`config.mk`:
```
export PLATFORM = sky130hd
export DESIGN_NAME = comparador_monitor
export DESIGN_NICKNAME = d
export VERILOG_FILES = /design/src/rtl/comparador_pkg.sv /design/src/rtl/contador_ce.sv /design/src/rtl/comparador_monitor.sv
export SDC_FILE = /design/constraint.sdc
export NUM_CORES = 1
export LEC_CHECK = 0
export ABC_AREA = 1
export CAP_MARGIN = 20
export CORE_ASPECT_RATIO = 1.75
export CORE_MARGIN = 1.5
export CORE_UTILIZATION = 55
export CTS_CLUSTER_SIZE = 16
export DETAILED_ROUTE_END_ITERATION = 16
export PLACE_DENSITY = 0.83
export SLEW_MARGIN = 20
export SYNTH_ARGS = -nofsm -noshare
export SYNTH_HDL_FRONTEND = slang
export SYNTH_SLANG_ARGS = --single-unit
export TNS_END_PERCENT = 10
```
`constraint.sdc`:
```
create_clock -name clk -period 2.29 [get_ports clk]
set_input_delay 0.5725 -clock clk [delete_from_list [all_inputs] [get_ports clk]]
set_output_delay 0.5725 -clock clk [all_outputs]
set_load 0.05 [all_outputs]
```
`src/rtl/comparador_pkg.sv`:
```
// Shared definitions for the comparator result monitor: FSM state encoding
// and the default report window length.
package comparador_pkg;

    // Accepted samples per report window unless overridden.
    localparam int unsigned WINDOW_DEF = 16;

    // Monitor control states.
    typedef enum logic [1:0] {
        ST_IDLE   = 2'd0,
        ST_ACCUM  = 2'd1,
        ST_REPORT = 2'd2
    } state_t;

endpackage

```
`src/rtl/contador_ce.sv`:
```
// CW-bit up counter with synchronous clear and count enable.
// Ports:
//   clk  rising-edge clock
//   rst  synchronous active-high reset (forces zero)
//   clr  synchronous clear (forces zero, wins over en)
//   en   increment by one this edge
//   cnt  current count
module contador_ce #(
    parameter int unsigned CW = 5
) (
    input  logic          clk,
    input  logic          rst,
    input  logic          clr,
    input  logic          en,
    output logic [CW-1:0] cnt
);

    always_ff @(posedge clk) begin
        if (rst || clr) begin
            cnt <= '0;
        end else if (en) begin
            cnt <= cnt + CW'(1);
        end
    end

endmodule

```
`src/rtl/comparador_monitor.sv`:
```
// Comparator result monitor: after start, classifies WINDOW accepted Y/Z
// comparator results into greater / equal / less / error counts, then
// presents them with a valid/ready handshake.
// Ports:
//   clk, rst        clock, synchronous active-high reset
//   start, abort    open a new window / discard the current one
//   in_valid, Y, Z  comparator result sample ("greater", "equal")
//   out_ready       consumer accepts the report
//   busy            window is accumulating
//   out_valid       report counts are valid
//   cnt_gt/eq/lt/err per-window counts (Y only, Z only, neither, both)
import comparador_pkg::*;

module comparador_monitor #(
    parameter int unsigned WINDOW = WINDOW_DEF,
    parameter int unsigned CW     = $clog2(WINDOW + 1)
) (
    input  logic          clk,
    input  logic          rst,
    input  logic          start,
    input  logic          abort,
    input  logic          in_valid,
    input  logic          Y,
    input  logic          Z,
    input  logic          out_ready,
    output logic          busy,
    output logic          out_valid,
    output logic [CW-1:0] cnt_gt,
    output logic [CW-1:0] cnt_eq,
    output logic [CW-1:0] cnt_lt,
    output logic [CW-1:0] cnt_err
);

    state_t        state;
    logic [CW-1:0] idx;

    logic accept_c;
    logic last_c;
    logic open_c;
    logic drop_c;
    logic clr_c;

    // A sample counts only while accumulating and not being aborted.
    assign accept_c = (state == ST_ACCUM) && in_valid && !abort;
    assign last_c   = accept_c && (idx == CW'(WINDOW - 1));

    // New window opens from IDLE, or straight out of an accepted REPORT.
    assign open_c = !abort && start &&
                    ((state == ST_IDLE) || ((state == ST_REPORT) && out_ready));
    // Abort only matters once a window exists.
    assign drop_c = abort && (state != ST_IDLE);
    assign clr_c  = open_c || drop_c;

    // Control FSM; busy and out_valid are registered alongside the state.
    always_ff @(posedge clk) begin
        if (rst) begin
            state     <= ST_IDLE;
            idx       <= '0;
            busy      <= 1'b0;
            out_valid <= 1'b0;
        end else begin
            case (state)
                ST_IDLE: begin
                    if (open_c) begin
                        state <= ST_ACCUM;
                        idx   <= '0;
                        busy  <= 1'b1;
                    end
                end
                ST_ACCUM: begin
                    if (abort) begin
                        state <= ST_IDLE;
                        idx   <= '0;
                        busy  <= 1'b0;
                    end else if (last_c) begin
                        state     <= ST_REPORT;
                        idx       <= '0;
                        busy      <= 1'b0;
                        out_valid <= 1'b1;
                    end else if (accept_c) begin
                        idx <= idx + CW'(1);
                    end
                end
                ST_REPORT: begin
                    if (abort) begin
                        state     <= ST_IDLE;
                        out_valid <= 1'b0;
                    end else if (out_ready) begin
                        out_valid <= 1'b0;
                        idx       <= '0;
                        if (start) begin
                            state <= ST_ACCUM;
                            busy  <= 1'b1;
                        end else begin
                            state <= ST_IDLE;
                        end
                    end
                end
                default: begin
                    state     <= ST_IDLE;
                    idx       <= '0;
                    busy      <= 1'b0;
                    out_valid <= 1'b0;
                end
            endcase
        end
    end

    // One counter per result class; exactly one enable fires per accepted sample.
    contador_ce #(.CW(CW)) u_cnt_gt (
        .clk (clk),
        .rst (rst),
        .clr (clr_c),
        .en  (accept_c && Y && !Z),
        .cnt (cnt_gt)
    );

    contador_ce #(.CW(CW)) u_cnt_eq (
        .clk (clk),
        .rst (rst),
        .clr (clr_c),
        .en  (accept_c && !Y && Z),
        .cnt (cnt_eq)
    );

    contador_ce #(.CW(CW)) u_cnt_lt (
        .clk (clk),
        .rst (rst),
        .clr (clr_c),
        .en  (accept_c && !Y && !Z),
        .cnt (cnt_lt)
    );

    contador_ce #(.CW(CW)) u_cnt_err (
        .clk (clk),
        .rst (rst),
        .clr (clr_c),
        .en  (accept_c && Y && Z),
        .cnt (cnt_err)
    );

endmodule

```
==> results.md, run 1 <==
* Worst R2R Path Depth at 6
* Post-route cell area at 2040 sq um
* Critical path required time at 1720 ps
* Initial cell density of the core at 58.5%
* Post-synthesis mux area share at 0%
* Number of post-CTS setup repair buffers at 0
* CTS tree: done
* First-pass GRT wire length at 5.33 mm
* 1st-iter DRT viols at 26
* Largest area contributor in the netlist: dfxtp_1
* Setup_tns at 0 ps
* Antenna Nets Post-Route at 0
* Grt total ovfl at 0
* Initial antenna violation count at 0
* Count of final setup violators at 0
* Met1 Usage GRT at 22.7%
* Synth area leaders: dfxtp_1 (36%), nand2_1 (12%), a21oi_2 (10%), nand3_1 (5.3%), xnor2_1 (4.3%)
* Drt wl/cell at 11.9 um
* Min Tclk post-route at 2120 ps
* Detailed-placement wirelength estimate at 2.34 mm
* Num rows at 25
* Main combinational cell family by area after synthesis: simple AND/OR/NAND/NOR gates
* Largest net degree at the start of global routing at 21
* Hold Crit Class: flop to flop
* H-tree depth at 2
* M2 GR Usage at 38.7%
* Final Slew Violations at 0
* IO Pins at 30
* Ys flop type: dfxtp_1
* Syn Nets at 215
* Crit path capture type: output port
* Drt drc at 0
* Placed Area at 1940 sq um
* Drt total wl at 3.15 mm
* Later-pin clock latency in the skew report at 280 ps
* WP buf/inv at 1
* Max-slew headroom at 66.4%
* Async set-reset flop share out of synthesis at 0%
* Syn avg cell area at 7.98 sq um
* Simple-Gate Fraction of Synth Area at 31.3%
* Share of cells above drive strength 1 at 21.4%
* Worst flop-to-flop path startpoint: idx[0]
* Fin crit share at 92.7%
* Compound-gate portion of the synthesized area at 15.3%
* Outcome: complete, no violations
* Die X at 43.9 um
* Via count at 1432
* Clock sinks at 29
* CP Class: flop to output port
* Port bufs at 29
* Met3 global-route usage at 4.85%
* Maximum clock rate at 471 MHz
* Routability cong. at 0.839
* Pre-antenna DRT Iters at 4
* CTS clock-pin slew for the worst setup and hold paths at 60 ps
* PwrDens at 524 nW/um^2
* Crit-path max cell delay at 840 ps
* Synth top area share at 36.0%
* RSZ-0062 raised after global routing: false
* CP top delay family: buffers and inverters
* Worst-path maximum fanout at 5
* Syn. warnings at 0
* Post-Synth Adder-Cell Area at 3.88%
* Drt via density at 5.40
* Hold buffer count at cts at 0
* CP arrival at 1550 ps
* Leak at 0.000783 uW
* Startpoint of the worst hold path: busy
* Worst r2r dst: idx[3]
* R2R setup slack at 750 ps
* Vias in the first global route at 1301
* Diode count at 0
* Max VDD drop at 0.427 mV
* CORE AREA at 2750 sq um
* Post-CTS sizing at 0
* Worst path cell trace: clkdlybuf4s50_1
* Sequential area share after synthesis at 36.0%
* Clk_skew at 6.31 ps
* Xor/xnor cell area share of the yosys netlist at 6.52%
* #FFs+latches synth at 29
* Root buffer cell: clkbuf_8
* Grt peak-use layer: met2
* Max Cap Violations at 0
* Netlist cell types at 26
* Area growth from synthesis to layout at 26.8%
* Startpoint types: flop
* Clock Tree Buf Depth at 2
* DIE HEIGHT at 74.6 um
* TritonCTS Buffers at 5
* Fin. Hold Viols at 0
* Area of the die at 3280 sq um
* Net count, final at 250
* Min-Delay Endpoint: busy
* Syn Inst Count at 202
* GRT Total Usage at 21.5%
* Slowest stage cell on the critical path: clkdlybuf4s50_1
* Number of flops mapped to enable cells by yosys at 0
* Least-Margin Pin Slew at 502 ps
* Cell Area, Synth at 1610 sq um
* Power Total at 1070 uW
* Hold path cells at 2
per-layer routing:
layer  part of all wire, %  wire [um]
met5                     0          0
met2                    54       1700
met4                   2.5         80
met3                   4.5        142
met1                    39       1230
cell type report:
class | instances | area (sq um)
Timing Repair Buffer | 31 | 318
Clock inverter | 1 | 5.00
Tap cell | 27 | 33.8
Inverter | 23 | 91.3
Sequential cell | 29 | 581
Clock buffer | 7 | 96.3
Fill cell | 225 | 709
Multi-Input combinational cell | 147 | 918
worst max-delay path by stage:
| stage | startpoint | endpoint | slack (ps) | cells past startpoint |
|---|---|---|---|---|
| 3_3_place_gp | abort | u_cnt_gt.cnt[2] | 290 | 9 |
| 5_1_grt | u_cnt_eq.cnt[2] | cnt_eq[2] | 130 | 1 |
| 4_1_cts | u_cnt_eq.cnt[2] | cnt_eq[2] | 160 | 1 |
| 2_1_floorplan | u_cnt_gt.cnt[0] | u_cnt_gt.cnt[4] | 820 | 5 |
| 3_5_place_dp | abort | u_cnt_gt.cnt[2] | 240 | 9 |
| 6_report | u_cnt_eq.cnt[2] | cnt_eq[2] | 170 | 1 |
through the flow:
step           util, %  std cells  setup slack (ps)  hold WS, ps
2_1_floorplan        -        202               824          456
3_3_place_gp      70.5        257               287          436
3_5_place_dp      70.5        257               245          441
4_1_cts           74.2        265               160          449
5_1_grt           74.2        265               132          478
6_report          74.2        265               167          445
synthesized netlist by cell type, types with 5 or more instances:
| master | n |
|---|---|
| nand2_1 | 51 |
| dfxtp_1 | 29 |
| a21oi_2 | 19 |
| nand3_1 | 17 |
| inv_1 | 15 |
| nor2_1 | 10 |
| a21oi_1 | 8 |
| xnor2_1 | 8 |
| inv_2 | 7 |
| ha_1 | 5 |
| nand2_2 | 5 |
registers in the layout, indices dropped and copies added (netlist names):
name           flops
busy               1
idx                5
out_valid          1
state              2
u_cnt_eq.cnt       5
u_cnt_err.cnt      5
u_cnt_gt.cnt       5
u_cnt_lt.cnt       5
cell usage in the layout (no fill, tap or decap), types with 2 or more instances in the layout:
master,n
a211oi_1,2
a21oi_1,8
a21oi_2,19
clkbuf_8,7
clkdlybuf4s50_1,29
dfxtp_1,29
ha_1,5
inv_1,15
inv_2,7
nand2_1,51
nand2_2,5
nand2_4,2
nand3_1,17
nand4_1,4
nor2_1,10
nor2_4,2
nor2_8,3
o21ai_0,2
xnor2_1,8
xor2_1,4
kinds of logic after synthesis:
family,count (synthesis)
AO/OA/AOI/OAI,33
XOR/XNOR,12
adder cells (fa/ha/maj),5
buffers and inverters,26
flip-flops,29
AND/OR/NAND/NOR,97
power by group:
part	internal [uW]	switching [uW]	leakage (uW)	total, uW
logic	33.7	62.2	0.000495	95.8
registers	509	4.51	0.000234	513
clock network	271	190	0.0000542	461
total	813	256	0.000783	1070
(Power assumes the default switching activity.)
==> run 2, diff against run 1 <==
- CORE_MARGIN: 1.5 -> 2
- REMOVE_ABC_BUFFERS: not set -> 1
==> results.md, run 2 (synthesis results as in run 1) <==
* CP Class: flop to output port
* Area growth from synthesis to layout at 26.1%
* PwrDens at 525 nW/um^2 (+0.26%)
* Initial cell density of the core at 56.3% (-2.3 points)
* CTS tree: done
* Fin. Hold Viols at 0 (unchanged)
* First-pass GRT wire length at 5.39 mm (+1.2%)
* Max VDD drop at 0.463 mV (+8.4%)
* Int Power at 810 uW (-0.45%)
* Clock sinks at 29 (unchanged)
* H-tree depth at 2 (unchanged)
* Leading cell types in the layout, fill and taps excluded: nand2_1 (51), dfxtp_1 (29), clkdlybuf4s50_1 (29)
* DIE HEIGHT at 75.6 um (+1.3%)
* Later-pin clock latency in the skew report at 280 ps (about the same)
* Drt via density at 5.36 (-0.86%)
* Max-slew headroom at 65.8% (-0.64 points)
* Flop pwr share at 48.1% (about the same)
* Area of the die at 3400 sq um (+3.6%)
* Setup_tns at 0 ps (unchanged)
* Root buffer cell: clkbuf_8
* Post-CTS sizing at 0 (unchanged)
* Num rows at 26 (+4.0%)
* Net count, final at 250 (unchanged)
* Placed Area at 1930 sq um (-0.58%)
* Diode count at 0 (unchanged)
* WHS at 445 ps (+0.488 ps)
* Vias in the first global route at 1311 (+0.77%)
* Largest net degree at the start of global routing at 21 (unchanged)
* Crit path capture type: output port
* Hold buffer count at cts at 0 (unchanged)
* CP top delay family: buffers and inverters
* Final Slew Violations at 0 (unchanged)
* Combinational Power Share at 8.7% (-0.3 points)
* Min Tclk post-route at 2110 ps (-8.54 ps)
* Port bufs at 29 (unchanged)
* Max Cap Violations at 0 (unchanged)
* CTS clock-pin slew for the worst setup and hold paths at 60 ps (about the same)
* Clk pwr share at 43.2% (about the same)
* Worst flop-to-flop path startpoint: idx[0]
* Minimum setup slack after placement at 217 ps (-27.9 ps)
* Worst path cell trace: clkdlybuf4s50_1
* Critical path required time at 1720 ps (about the same)
* Clock Tree Buf Depth at 2 (unchanged)
* Routability cong. at 0.826 (-1.5%)
* Drt wl/cell at 12.3 um (+3.6%)
* Commonest non-fill, non-tap cell in the layout: nand2_1
* Via count at 1425 (-0.49%)
* Die X at 44.9 um (+2.3%)
* WP buf/inv at 1 (unchanged)
* Share of cells above drive strength 1 at 21.4% (unchanged)
* Worst-path maximum fanout at 5 (unchanged)
* Power Total at 1070 uW (-0.30%)
* Initial antenna violation count at 0 (unchanged)
* CP arrival at 1540 ps (about the same)
* Drt drc at 0 (unchanged)
* Hold Crit Class: flop to flop
* Detailed-placement wirelength estimate at 2.49 mm (+6.0%)
* Number of post-CTS setup repair buffers at 0 (unchanged)
* PnR worst setup slack at 176 ps (+8.54 ps)
* IO Pins at 30 (unchanged)
* Drt total wl at 3.28 mm (+4.0%)
* 1st-iter DRT viols at 18 (-31%)
* Maximum clock rate at 473 MHz (+0.40%)
* Startpoint types: flop
* CP startpoint: u_cnt_lt.cnt[2]
* Crit-path max cell delay at 840 ps (about the same)
* Slowest stage cell on the critical path: clkdlybuf4s50_1
* Pre-antenna DRT Iters at 4 (unchanged)
* Switching part of the total at 24.1% (+0.12 points)
* Leak at 0.000778 uW (-0.65%)
* Post-route cell area at 2030 sq um (-0.55%)
* RSZ-0062 raised after global routing: false
* TritonCTS Buffers at 5 (unchanged)
* Least-Margin Pin Slew at 512 ps (+9.61 ps)
* Startpoint of the worst hold path: busy
* Outcome: complete, no violations
* GRT Total Usage at 21.6% (+0.046 points)
* Grt total ovfl at 0 (unchanged)
* Fin crit share at 92.3% (-0.37 points)
* Count of final setup violators at 0 (unchanged)
* Antenna Nets Post-Route at 0 (unchanged)
* Switch Pwr at 257 uW (+0.19%)
* CORE AREA at 2860 sq um (+4.0%)
* Clk_skew at 6.04 ps (-0.264 ps)
==> run 2: cell counts in the layout (fill, tap and decap cells not counted) <==
No cell type changed its count.
==> run 2: through the flow <==
stage	util, %	instances
2_1_floorplan	-	199
4_1_cts	71.0	266
3_3_place_gp	67.4	258
6_report	71.0	266
3_5_place_dp	67.4	258
5_1_grt	71.0	266
==> run 2: final cells by class <==
| type | instances | area, sq um |
|---|---|---|
| flip-flops and latches | 29 | 581 |
| fillers | 235 | 831 |
| clock inverters | 1 | 5.00 |
| inverters | 23 | 91.3 |
| repair buffers | 31 | 305 |
| clock buffers | 7 | 96.3 |
| well taps | 28 | 35.0 |
| multi-input cells | 147 | 918 |
==> run 2: per-layer routing <==
layer	share of wire, %	vias up	GRT usage, %
met2	54	33	38.7
met3	4.8	8	5.69
li1	-	727	-
met4	2.7	0	12.1
met5	0	-	0
met1	38	657	21.6
==> run 2: worst paths after layout <==
path	to	slack [ps]	depth (start not counted)
min	busy	450	2
min reg2reg	busy	450	2
max	cnt_lt[2]	180	1
max reg2reg	idx[3]	770	6
==> run 2: power by group through the flow <==
stage | Clock [uW] | Sequential [uW] | Combinational (uW)
final | 460 | 513 | 92.8
after global placement | 0 | 524 | 90.8
after global routing | 488 | 513 | 100
after floorplan | 0 | 531 | 47.6
after detailed placement | 0 | 524 | 92.2
after CTS | 472 | 513 | 92.6
==> run 3, diff against run 2 <==
- CORE_MARGIN: 2 -> not set
- TNS_END_PERCENT: 10 -> 100
==> results.md, run 3 (synthesis results as in run 1) <==
* Critical path required time at 1720 ps (about the same)
* Core Util, Final at 74.5% (+3.5 points)
* CP top delay family: buffers and inverters
* CTS clock-pin slew for the worst setup and hold paths at 60 ps (about the same)
* Net count, final at 249 (-0.40%)
* Fillers at 209 (-11%)
* Diode count at 0 (unchanged)
* First-pass GRT wire length at 5.53 mm (+2.7%)
* Vias in the first global route at 1332 (+1.6%)
* Max-slew headroom at 66.7% (+0.94 points)
* Port bufs at 29 (unchanged)
* PwrDens at 561 nW/um^2 (+6.9%)
* Largest net degree at the start of global routing at 21 (unchanged)
* GRT Total Usage at 23.2% (+1.7 points)
* Root buffer cell: clkbuf_8
* CORE AREA at 2750 sq um (-3.8%)
* Clock Tree Buf Depth at 2 (unchanged)
* Hold buffer count at cts at 0 (unchanged)
* Area growth from synthesis to layout at 27.3%
* Drt wl/cell at 12.4 um (+0.42%)
* Post-CTS sizing at 0 (unchanged)
* Placed insts at 256 (-0.78%)
* WP buf/inv at 1 (unchanged)
* Drt total wl at 3.27 mm (-0.34%)
* Max VDD drop at 0.439 mV (-5.0%)
* Hold Crit Class: flop to flop
* Leak at 0.000782 uW (+0.58%)
* Maximum clock rate at 476 MHz (+0.54%)
* Non-filler instance count after layout at 264 (-0.75%)
* Pre-antenna DRT Iters at 4 (unchanged)
* Routability cong. at 0.860 (+4.1%)
* 1st-iter DRT viols at 23 (+5)
* Max Cap Violations at 0 (unchanged)
* Leading cell types in the layout, fill and taps excluded: nand2_1 (51), dfxtp_1 (29), clkdlybuf4s50_1 (29)
* Count of final setup violators at 0 (unchanged)
* Fin. Hold Viols at 0 (unchanged)
* Detailed-placement wirelength estimate at 2.44 mm (-1.9%)
* CTS tree: done
* H-tree depth at 2 (unchanged)
* Antenna Nets Post-Route at 0 (unchanged)
* Number of post-CTS setup repair buffers at 0 (unchanged)
* Worst-path maximum fanout at 5 (unchanged)
* Least-Margin Pin Slew at 498 ps (-14.1 ps)
* Area of the die at 3160 sq um (-7.0%)
* Via count at 1408 (-1.2%)
* Minimum setup slack after placement at 237 ps (+20.4 ps)
* WHS at 448 ps (+3.03 ps)
* Num rows at 25 (-3.8%)
* CP Class: flop to output port
* Fin crit share at 91.8% (-0.50 points)
* Later-pin clock latency in the skew report at 280 ps (about the same)
* IO Pins at 30 (unchanged)
* RSZ-0062 raised after global routing: false
* Commonest non-fill, non-tap cell in the layout: nand2_1
* Multi-input gate area at 918 sq um (unchanged)
* Clock sinks at 29 (unchanged)
* FF/Latch Area at 581 sq um (unchanged)
* DIE HEIGHT at 73.6 um (-2.6%)
* CP arrival at 1530 ps (about the same)
* Clk_skew at 3.12 ps (-2.93 ps)
* Initial cell density of the core at 58.5% (+2.3 points)
* Crit-path max cell delay at 840 ps (about the same)
* TritonCTS Buffers at 5 (unchanged)
* Final Slew Violations at 0 (unchanged)
* Die X at 42.9 um (-4.5%)
* Startpoint types: flop
* Crit path capture type: output port
* PnR worst setup slack at 187 ps (+11.4 ps)
* Min Tclk post-route at 2100 ps (-11.4 ps)
* Share of cells above drive strength 1 at 20.7% (-0.75 points)
* Outcome: complete, no violations
* Worst path cell trace: clkdlybuf4s50_1
* Drt via density at 5.33 (-0.44%)
* Grt total ovfl at 0 (unchanged)
* Setup_tns at 0 ps (unchanged)
* Drt drc at 0 (unchanged)
* Initial antenna violation count at 0 (unchanged)
* Slowest stage cell on the critical path: clkdlybuf4s50_1
==> run 3: final timing paths <==
kind | startpoint | endpoint | slack, ps | depth (start not counted)
setup / recovery | u_cnt_gt.cnt[2] | cnt_gt[2] | 190 | 1
setup reg to reg | idx[0] | idx[3] | 730 | 6
hold reg to reg | busy | busy | 450 | 2
hold / removal | busy | busy | 450 | 2
==> run 3: through the flow <==
stage	power, uW	area (sq um)
finish	1150	2050
global route	1200	2050
floorplan	579	1590
CTS	1160	2050
detailed placement	619	1930
global placement	618	1930
==> run 3: worst reg2reg max path: stages (launching register included) <==
cell and delay, ps:
dfxtp_1 400, ha_1 220, nand3_1 140, nor2_1 190, a21oi_2 130, o21ai_0 290
nor2_1 90
==> run 3: power by group <==
| group | total, uW | switching, uW | internal, uW |
|---|---|---|---|
| sequential | 513 | 4.77 | 509 |
| combinational | 94.5 | 61.9 | 32.5 |
| clock | 543 | 189 | 354 |
==> run 3: per-layer routing <==
layer	global-route usage [%]	up-vias	share of wire [%]
met5	0	-	0
met2	44.6	27	56
met1	21.9	649	39
met3	4.67	9	2.1
met4	12.8	0	3.0
li1	-	723	-
==> run 3: layout make-up <==
type                    count  share of cell area (%)
inverters                  23                    4.45
multi-input cells         147                    44.8
well taps                  27                    1.65
flip-flops and latches     29                    28.3
repair buffers             30                    15.1
clock buffers               7                    4.21
clock inverters             1                    1.46
